===== src/rtl/rom_pkg.sv =====
// rom_pkg: shared widths, fetch entry layout and fetch state encoding for the ROM front end.
package rom_pkg;
  localparam int ADDR_W = 8;
  localparam int DATA_W = 64;
  typedef struct packed {
    logic [ADDR_W-1:0] addr;
    logic [DATA_W-1:0] data;
  } fetch_entry_t;
  typedef enum logic {FETCH, HALT} fetch_state_t;
endpackage


===== src/rtl/rom_fetch_unit_if.sv =====
// rom_fetch_unit_if: valid/ready stream carrying fetched ROM words and their source addresses.
interface rom_fetch_unit_if;
  import rom_pkg::*;
  logic out_valid;
  logic out_ready;
  logic [DATA_W-1:0] out;
  logic [ADDR_W-1:0] out_address;
  modport master(output out_valid, out, out_address, input out_ready);
  modport slave(input out_valid, out, out_address, output out_ready);
endinterface


===== src/rtl/fetch_fifo.sv =====
// fetch_fifo: DEPTH-entry FIFO of fetch entries with flush; head is read straight from storage.
module fetch_fifo
  import rom_pkg::*;
#(
  parameter int DEPTH = 2
) (
  input  logic                     clk,
  input  logic                     rst,
  input  logic                     push,
  input  logic                     pop,
  input  logic                     flush,
  input  fetch_entry_t             din,
  output logic [$clog2(DEPTH):0]   count,
  output fetch_entry_t             head
);
  localparam int PW = $clog2(DEPTH);
  localparam int CW = PW + 1;
  fetch_entry_t mem [DEPTH];
  logic [PW-1:0] wr, rd;
  assign head = mem[rd];
  // Flush only rewinds pointers; stale storage is never visible because out_valid drops.
  always_ff @(posedge clk)
    if (rst) begin
      wr <= '0;
      rd <= '0;
      count <= '0;
      for (int i = 0; i < DEPTH; i++) mem[i] <= '0;
    end else if (flush) begin
      wr <= '0;
      rd <= '0;
      count <= '0;
    end else begin
      if (push) begin
        mem[wr] <= din;
        wr <= wr + PW'(1);
      end
      if (pop) rd <= rd + PW'(1);
      count <= count + CW'(push) - CW'(pop);
    end
endmodule


===== src/rtl/rom_fetch_unit.sv =====
// rom_fetch_unit: walks the lookup ROM, buffers words in a FIFO, supports redirect with flush.
// Optional FETCH_BOUND_EN halts fetching after LIMIT_ADDR until the next redirect.
module rom_fetch_unit
  import rom_pkg::*;
#(
  parameter logic [ADDR_W-1:0] START_ADDR = 8'h00,
  parameter int                DEPTH      = 2
`ifdef FETCH_BOUND_EN
  , parameter logic [ADDR_W-1:0] LIMIT_ADDR = 8'h3F
`endif
) (
  input  logic              clk,
  input  logic              reset,
  input  logic              enable,
  input  logic              redirect_valid,
  input  logic [ADDR_W-1:0] redirect_address,
  output logic [ADDR_W-1:0] address,
  input  logic [DATA_W-1:0] rom_data,
  output logic              halted,
  rom_fetch_unit_if.master  o
);
  localparam int CW = $clog2(DEPTH) + 1;
  logic [ADDR_W-1:0] pc;
  logic [CW-1:0] count;
  logic pop, fire;
  fetch_entry_t din, head;
  assign address = pc;
  assign pop = o.out_valid & o.out_ready;
  // A full FIFO still fetches when it pops in the same cycle, so streaming has no bubbles.
  assign fire = enable & ~halted & ~redirect_valid & ((count < CW'(DEPTH)) | pop);
  assign din = '{addr: pc, data: rom_data};
  assign o.out_valid = count != '0;
  assign o.out = head.data;
  assign o.out_address = head.addr;
  fetch_fifo #(.DEPTH(DEPTH)) u_fifo (
    .clk(clk),
    .rst(reset),
    .push(fire),
    .pop(pop),
    .flush(redirect_valid),
    .din(din),
    .count(count),
    .head(head)
  );
`ifdef FETCH_BOUND_EN
  fetch_state_t state;
  always_ff @(posedge clk)
    if (reset) begin
      pc <= START_ADDR;
      state <= FETCH;
    end else if (redirect_valid) begin
      pc <= redirect_address;
      state <= FETCH;
    end else if (fire) begin
      state <= pc == LIMIT_ADDR ? HALT : FETCH;
      pc <= pc == LIMIT_ADDR ? pc : pc + 8'd1;
    end
  assign halted = state == HALT;
`else
  always_ff @(posedge clk)
    if (reset) pc <= START_ADDR;
    else if (redirect_valid) pc <= redirect_address;
    else if (fire) pc <= pc + 8'd1;
  assign halted = 1'b0;
`endif
endmodule


===== src/flat_wrapper.sv =====
// flat-port wrapper written by rule: the top's interface ports become plain ports
module rom_fetch_unit_flat import rom_pkg::*;
#(
  parameter logic [ADDR_W-1:0] START_ADDR = 8'h00,
  parameter int                DEPTH      = 2

)
  (clk, reset, enable, redirect_valid, redirect_address, address, rom_data, halted, o_out_valid, o_out, o_out_address, o_out_ready);
  rom_fetch_unit_if o_i ();
  input  logic clk;
  input  logic reset;
  input  logic enable;
  input  logic redirect_valid;
  input  logic [ADDR_W-1:0] redirect_address;
  output logic [ADDR_W-1:0] address;
  input  logic [DATA_W-1:0] rom_data;
  output logic halted;
  output wire logic [$bits(o_i.out_valid)-1:0] o_out_valid;
  output wire logic [$bits(o_i.out)-1:0] o_out;
  output wire logic [$bits(o_i.out_address)-1:0] o_out_address;
  input wire logic [$bits(o_i.out_ready)-1:0] o_out_ready;
  assign o_out_valid = o_i.out_valid;
  assign o_out = o_i.out;
  assign o_out_address = o_i.out_address;
  assign o_i.out_ready = o_out_ready;
  rom_fetch_unit #(.START_ADDR(START_ADDR), .DEPTH(DEPTH)) u_core (.clk(clk), .reset(reset), .enable(enable), .redirect_valid(redirect_valid), .redirect_address(redirect_address), .address(address), .rom_data(rom_data), .halted(halted), .o(o_i));
endmodule

===== config.mk =====
export PLATFORM = sky130hd
export DESIGN_NAME = rom_fetch_unit_flat
export DESIGN_NICKNAME = d
export VERILOG_FILES = /design/src/rtl/rom_pkg.sv /design/src/rtl/rom_fetch_unit_if.sv /design/src/rtl/fetch_fifo.sv /design/src/rtl/rom_fetch_unit.sv /design/src/flat_wrapper.sv
export SDC_FILE = /design/constraint.sdc
export NUM_CORES = 1
export LEC_CHECK = 0
export CAP_MARGIN = 20
export CORE_MARGIN = 5
export CORE_UTILIZATION = 54
export CTS_BUF_LIST = sky130_fd_sc_hd__clkbuf_16
export CTS_CLUSTER_DIAMETER = 100
export DETAILED_ROUTE_END_ITERATION = 12
export PLACE_DENSITY = 0.85
export SYNTH_ARGS = -nofsm -noshare
export SYNTH_HDL_FRONTEND = slang
export SYNTH_SLANG_ARGS = --single-unit

===== constraint.sdc =====
create_clock -name clk -period 8.47 [get_ports clk]
set_clock_uncertainty 0.15 [all_clocks]
set_input_delay 1.694 -clock clk [delete_from_list [all_inputs] [get_ports clk]]
set_output_delay 1.694 -clock clk [all_outputs]
set_load 0.03 [all_outputs]

==> insert_results.sql <==
INSERT INTO impl_metrics (metric_group, metric, value, unit) VALUES
('outcome', 'run_status', 'completed', ''),
('synthesis', 'synth_top_area_share', '61.9', '%'),
('clock_network', 'clk_transition_reported_paths', '60', 'ps'),
('clock_network', 'post_cts_resized', '0', ''),
('detailed_routing', 'detailedRoute.firstIterationViolations', '263', ''),
('synthesis', 'netlist.top_cell.by_area', 'sky130_fd_sc_hd__edfxtp_1', ''),
('timing', 'grt_setup_unrepaired', 'false', ''),
('global_routing', 'grt_antenna_before_repair', '0', ''),
('clock_network', 'cts-root-to-sink-buffers', '2', ''),
('synthesis', 'flip_flop_and_latch_count_after_synthesis', '157', ''),
('synthesis', 'synth.area.mux_share', '11.8', '%'),
('power_and_ir_drop', 'power_leakage', '3.52', 'nW'),
('synthesis', 'synth-compound-area-share', '1.52', '%'),
('synthesis', 'yosysUniqueCellTypes', '39', ''),
('finish', 'filler_cell_count', '845', ''),
('timing', 'timing.final.hold_violations', '0', ''),
('clock_network', 'ctsHtreeMaxLevel', '4', ''),
('global_routing', 'track_usage', '19.4', '%'),
('finish', 'area.sequential', '4590', 'um^2'),
('power_and_ir_drop', 'vdd.ir_drop.worst', '115', 'uV'),
('synthesis', 'synth-edff-count', '144', ''),
('synthesis', 'synth_simple_gate_area_share', '17.2', '%'),
('finish', 'layout.nets', '706', ''),
('place', 'placer_s_final_routability_congestion_estimate', '0.857', ''),
('timing', 'report.final.slew_viol_count', '0', ''),
('finish', 'num_antenna_cells', '0', ''),
('timing', 'min_period', '4320', 'ps'),
('hold_path', 'worstHoldPathType', 'reg -> reg', ''),
('synthesis', 'post_synth_inst_count', '474', ''),
('synthesis', 'ys.warnings.count', '0', ''),
('timing', 'fmax', '231', 'MHz'),
('setup_path', 'ff2ff_setup_slack', '6120', 'ps'),
('clock_network', 'cts_num_sinks', '157', ''),
('clock_network', 'cts_made_buffers', '17', ''),
('power_and_ir_drop', 'power.density_cell_area', '200', 'nW/um^2'),
('floorplan', 'fp.dieArea', '15300', 'um^2'),
('synthesis', 'yosysSeqAreaShare', '65.7', '%'),
('finish', 'multi_input_comb_area', '2250', 'um^2'),
('detailed_routing', 'totalWireLength', '14.3', 'mm'),
('global_routing', 'largest_net_degree_at_the_start_of_global_routing', '73', ''),
('finish', 'area.growth.synth_to_final', '32.5', '%'),
('detailed_routing', 'drt_first_pass_iters', '4', ''),
('setup_path', 'crit_fanout', '72', ''),
('hold_path', 'min_delay_path_depth', '2', ''),
('timing', 'hold_ws', '397', 'ps'),
('clock_network', 'ctsHoldBuffers', '0', ''),
('clock_network', 'insertion_delay', '410', 'ps'),
('global_routing', 'gr-total-overflow', '0', ''),
('setup_path', 'criticalPathCategory', 'reg -> out', ''),
('clock_network', 'cts_tree', 'done', ''),
('clock_network', 'cts.root.buffer_cell', 'sky130_fd_sc_hd__clkbuf_16', ''),
('setup_path', 'crit_path_max_incr_delay', '980', 'ps'),
('global_routing', 'grt_pass1_vias', '4392', ''),
('detailed_routing', 'drtAntennaViolNets', '0', ''),
('floorplan', 'core_area', '12700', 'um^2'),
('setup_path', 'worst_path_max_delay_cell', 'sky130_fd_sc_hd__dfxtp_4', ''),
('floorplan', 'initial_core_util', '55.1', '%'),
('timing', 'min_period_over_period', '51.0', '%'),
('synthesis', 'synthesis.area', '6980', 'um^2'),
('floorplan', 'chipHeight', '124', 'um'),
('clock_network', 'post-cts-setup-buffers', '0', ''),
('setup_path', 'crit_path_cell_trace', 'mux2_2 -> clkdlybuf4s50_1', ''),
('place', 'buffer_ports.inserted', '157', ''),
('setup_path', 'timing.critical_path.from_type', 'register', ''),
('hold_path', 'min-delay-start', 'u_core.u_fifo.rd', ''),
('setup_path', 'r2r_end', 'u_core.u_fifo.mem[0][38]', ''),
('timing', 'setup_total_negative_slack', '0', 'ps'),
('job', 'maxCapViolations', '0', ''),
('timing', 'report.final.setup_viol', '0', ''),
('synthesis', 'synth-async-reset-ratio', '0', '%'),
('synthesis', 'synth-adder-area-share', '0.538', '%');
cells in the mapped netlist (2+ instances only):
cell type / count
sky130_fd_sc_hd__nor3_1: 4
sky130_fd_sc_hd__and2_1: 96
sky130_fd_sc_hd__xnor2_1: 4
sky130_fd_sc_hd__nand2_1: 4
sky130_fd_sc_hd__inv_1: 7
sky130_fd_sc_hd__buf_2: 8
sky130_fd_sc_hd__o21a_1: 5
sky130_fd_sc_hd__and2_2: 51
sky130_fd_sc_hd__or2_2: 3
sky130_fd_sc_hd__dfxtp_1: 13
sky130_fd_sc_hd__o21ai_0: 2
sky130_fd_sc_hd__nand4_1: 3
sky130_fd_sc_hd__mux2_2: 72
sky130_fd_sc_hd__nand2b_1: 2
sky130_fd_sc_hd__nor3_4: 2
sky130_fd_sc_hd__a21oi_1: 7
sky130_fd_sc_hd__clkbuf_2: 14
sky130_fd_sc_hd__edfxtp_1: 144
sky130_fd_sc_hd__xor2_1: 4
sky130_fd_sc_hd__ha_1: 3
sky130_fd_sc_hd__nor2_1: 4
sky130_fd_sc_hd__clkbuf_1: 4
sky130_fd_sc_hd__nor2b_1: 2
state kept, by name (all words and copies together), names as in the netlist, named ones only:
| signal | count |
|---|---|
| u_core.u_fifo.count | 2 |
| u_core.address | 8 |
| u_core.u_fifo.mem | 144 |
| u_core.u_fifo.wr | 1 |
| u_core.u_fifo.rd | 1 |
final cells by class:
type                            instances  share of cell area, %
Clock buffer                           17                   4.60
Clock inverter                         15                   1.46
Inverter                                7                  0.284
Multi-Input combinational cell        283                   24.3
Sequential cell                       157                   49.6
Tap cell                              172                   2.33
Timing Repair Buffer                  160                   17.4
placed cells by master (no fill, tap or decap), types with 3 or more instances in the layout:
cell                              netlist  final
sky130_fd_sc_hd__ha_1                   3      3
sky130_fd_sc_hd__o21a_1                 5      5
sky130_fd_sc_hd__clkinvlp_4             0      3
sky130_fd_sc_hd__nor2_1                 4      4
sky130_fd_sc_hd__and2_1                96     96
sky130_fd_sc_hd__and2_2                51     51
sky130_fd_sc_hd__a21oi_1                7      7
sky130_fd_sc_hd__nand4_1                3      3
sky130_fd_sc_hd__edfxtp_1             144    144
sky130_fd_sc_hd__xnor2_1                4      4
sky130_fd_sc_hd__inv_1                  7     10
sky130_fd_sc_hd__clkdlybuf4s50_1        0    157
sky130_fd_sc_hd__mux2_2                72     72
sky130_fd_sc_hd__nor3_1                 4      4
sky130_fd_sc_hd__dfxtp_1               13     12
sky130_fd_sc_hd__nand2_1                4      4
sky130_fd_sc_hd__clkinv_2               0      4
sky130_fd_sc_hd__clkbuf_16              0     17
sky130_fd_sc_hd__xor2_1                 4      4
critical path: cells and delay by family (launching register included):
kind     cells  cell delay [ps]
flops        1              980
buf+inv      1              630
mux          1              410
through the flow:
| stage | worst slack [ps] | util, % | cells | cell area, um^2 | power [mW] |
|---|---|---|---|---|---|
| 2_1_floorplan | 3790 | - | 474 | 6980 | 1.04 |
| 3_3_place_gp | 3920 | 68.4 | 778 | 8660 | 1.15 |
| 3_5_place_dp | 3800 | 68.4 | 778 | 8660 | 1.15 |
| 4_1_cts | 4120 | 72.8 | 810 | 9220 | 1.87 |
| 5_1_grt | 4030 | 73.0 | 811 | 9250 | 1.92 |
| 6_report | 4150 | 73.0 | 811 | 9250 | 1.85 |
cells by family after synthesis:
| kind of cell | count (synthesis) |
|---|---|
| simple gates | 181 |
| xor+xnor | 8 |
| fa+ha+maj | 3 |
| compound gates | 17 |
| buf+inv | 34 |
| mux | 73 |
| other cells | 1 |
| flops | 157 |
power by group:
group / switching, mW / internal, mW
clock network: 0.288 / 0.428
logic: 0.121 / 0.112
registers: 0.0175 / 0.887
total: 0.426 / 1.43
worst max-delay path by stage:
stage | start | endpoint | cells past startpoint
after floorplan | o_out_ready | u_core.u_fifo.mem[0][0] | 4
after global placement | redirect_valid | u_core.u_fifo.mem[1][28] | 4
after detailed placement | redirect_valid | u_core.u_fifo.mem[1][28] | 4
after CTS | register | o_out_address[7] | 2
after global routing | register | o_out_address[5] | 2
final | register | o_out_address[5] | 2
routing by layer:
metal / GRT usage [%] / wire length [um] / vias to the layer above
met4: 7.20 / 248 / 0
met2: 31.9 / 7250 / 139
met5: 0 / 0 / -
met1: 25.3 / 5870 / 2014
met3: 4.50 / 905 / 16
li1: - / - / 1981
Note: power is estimated with default switching activity, not from simulation.
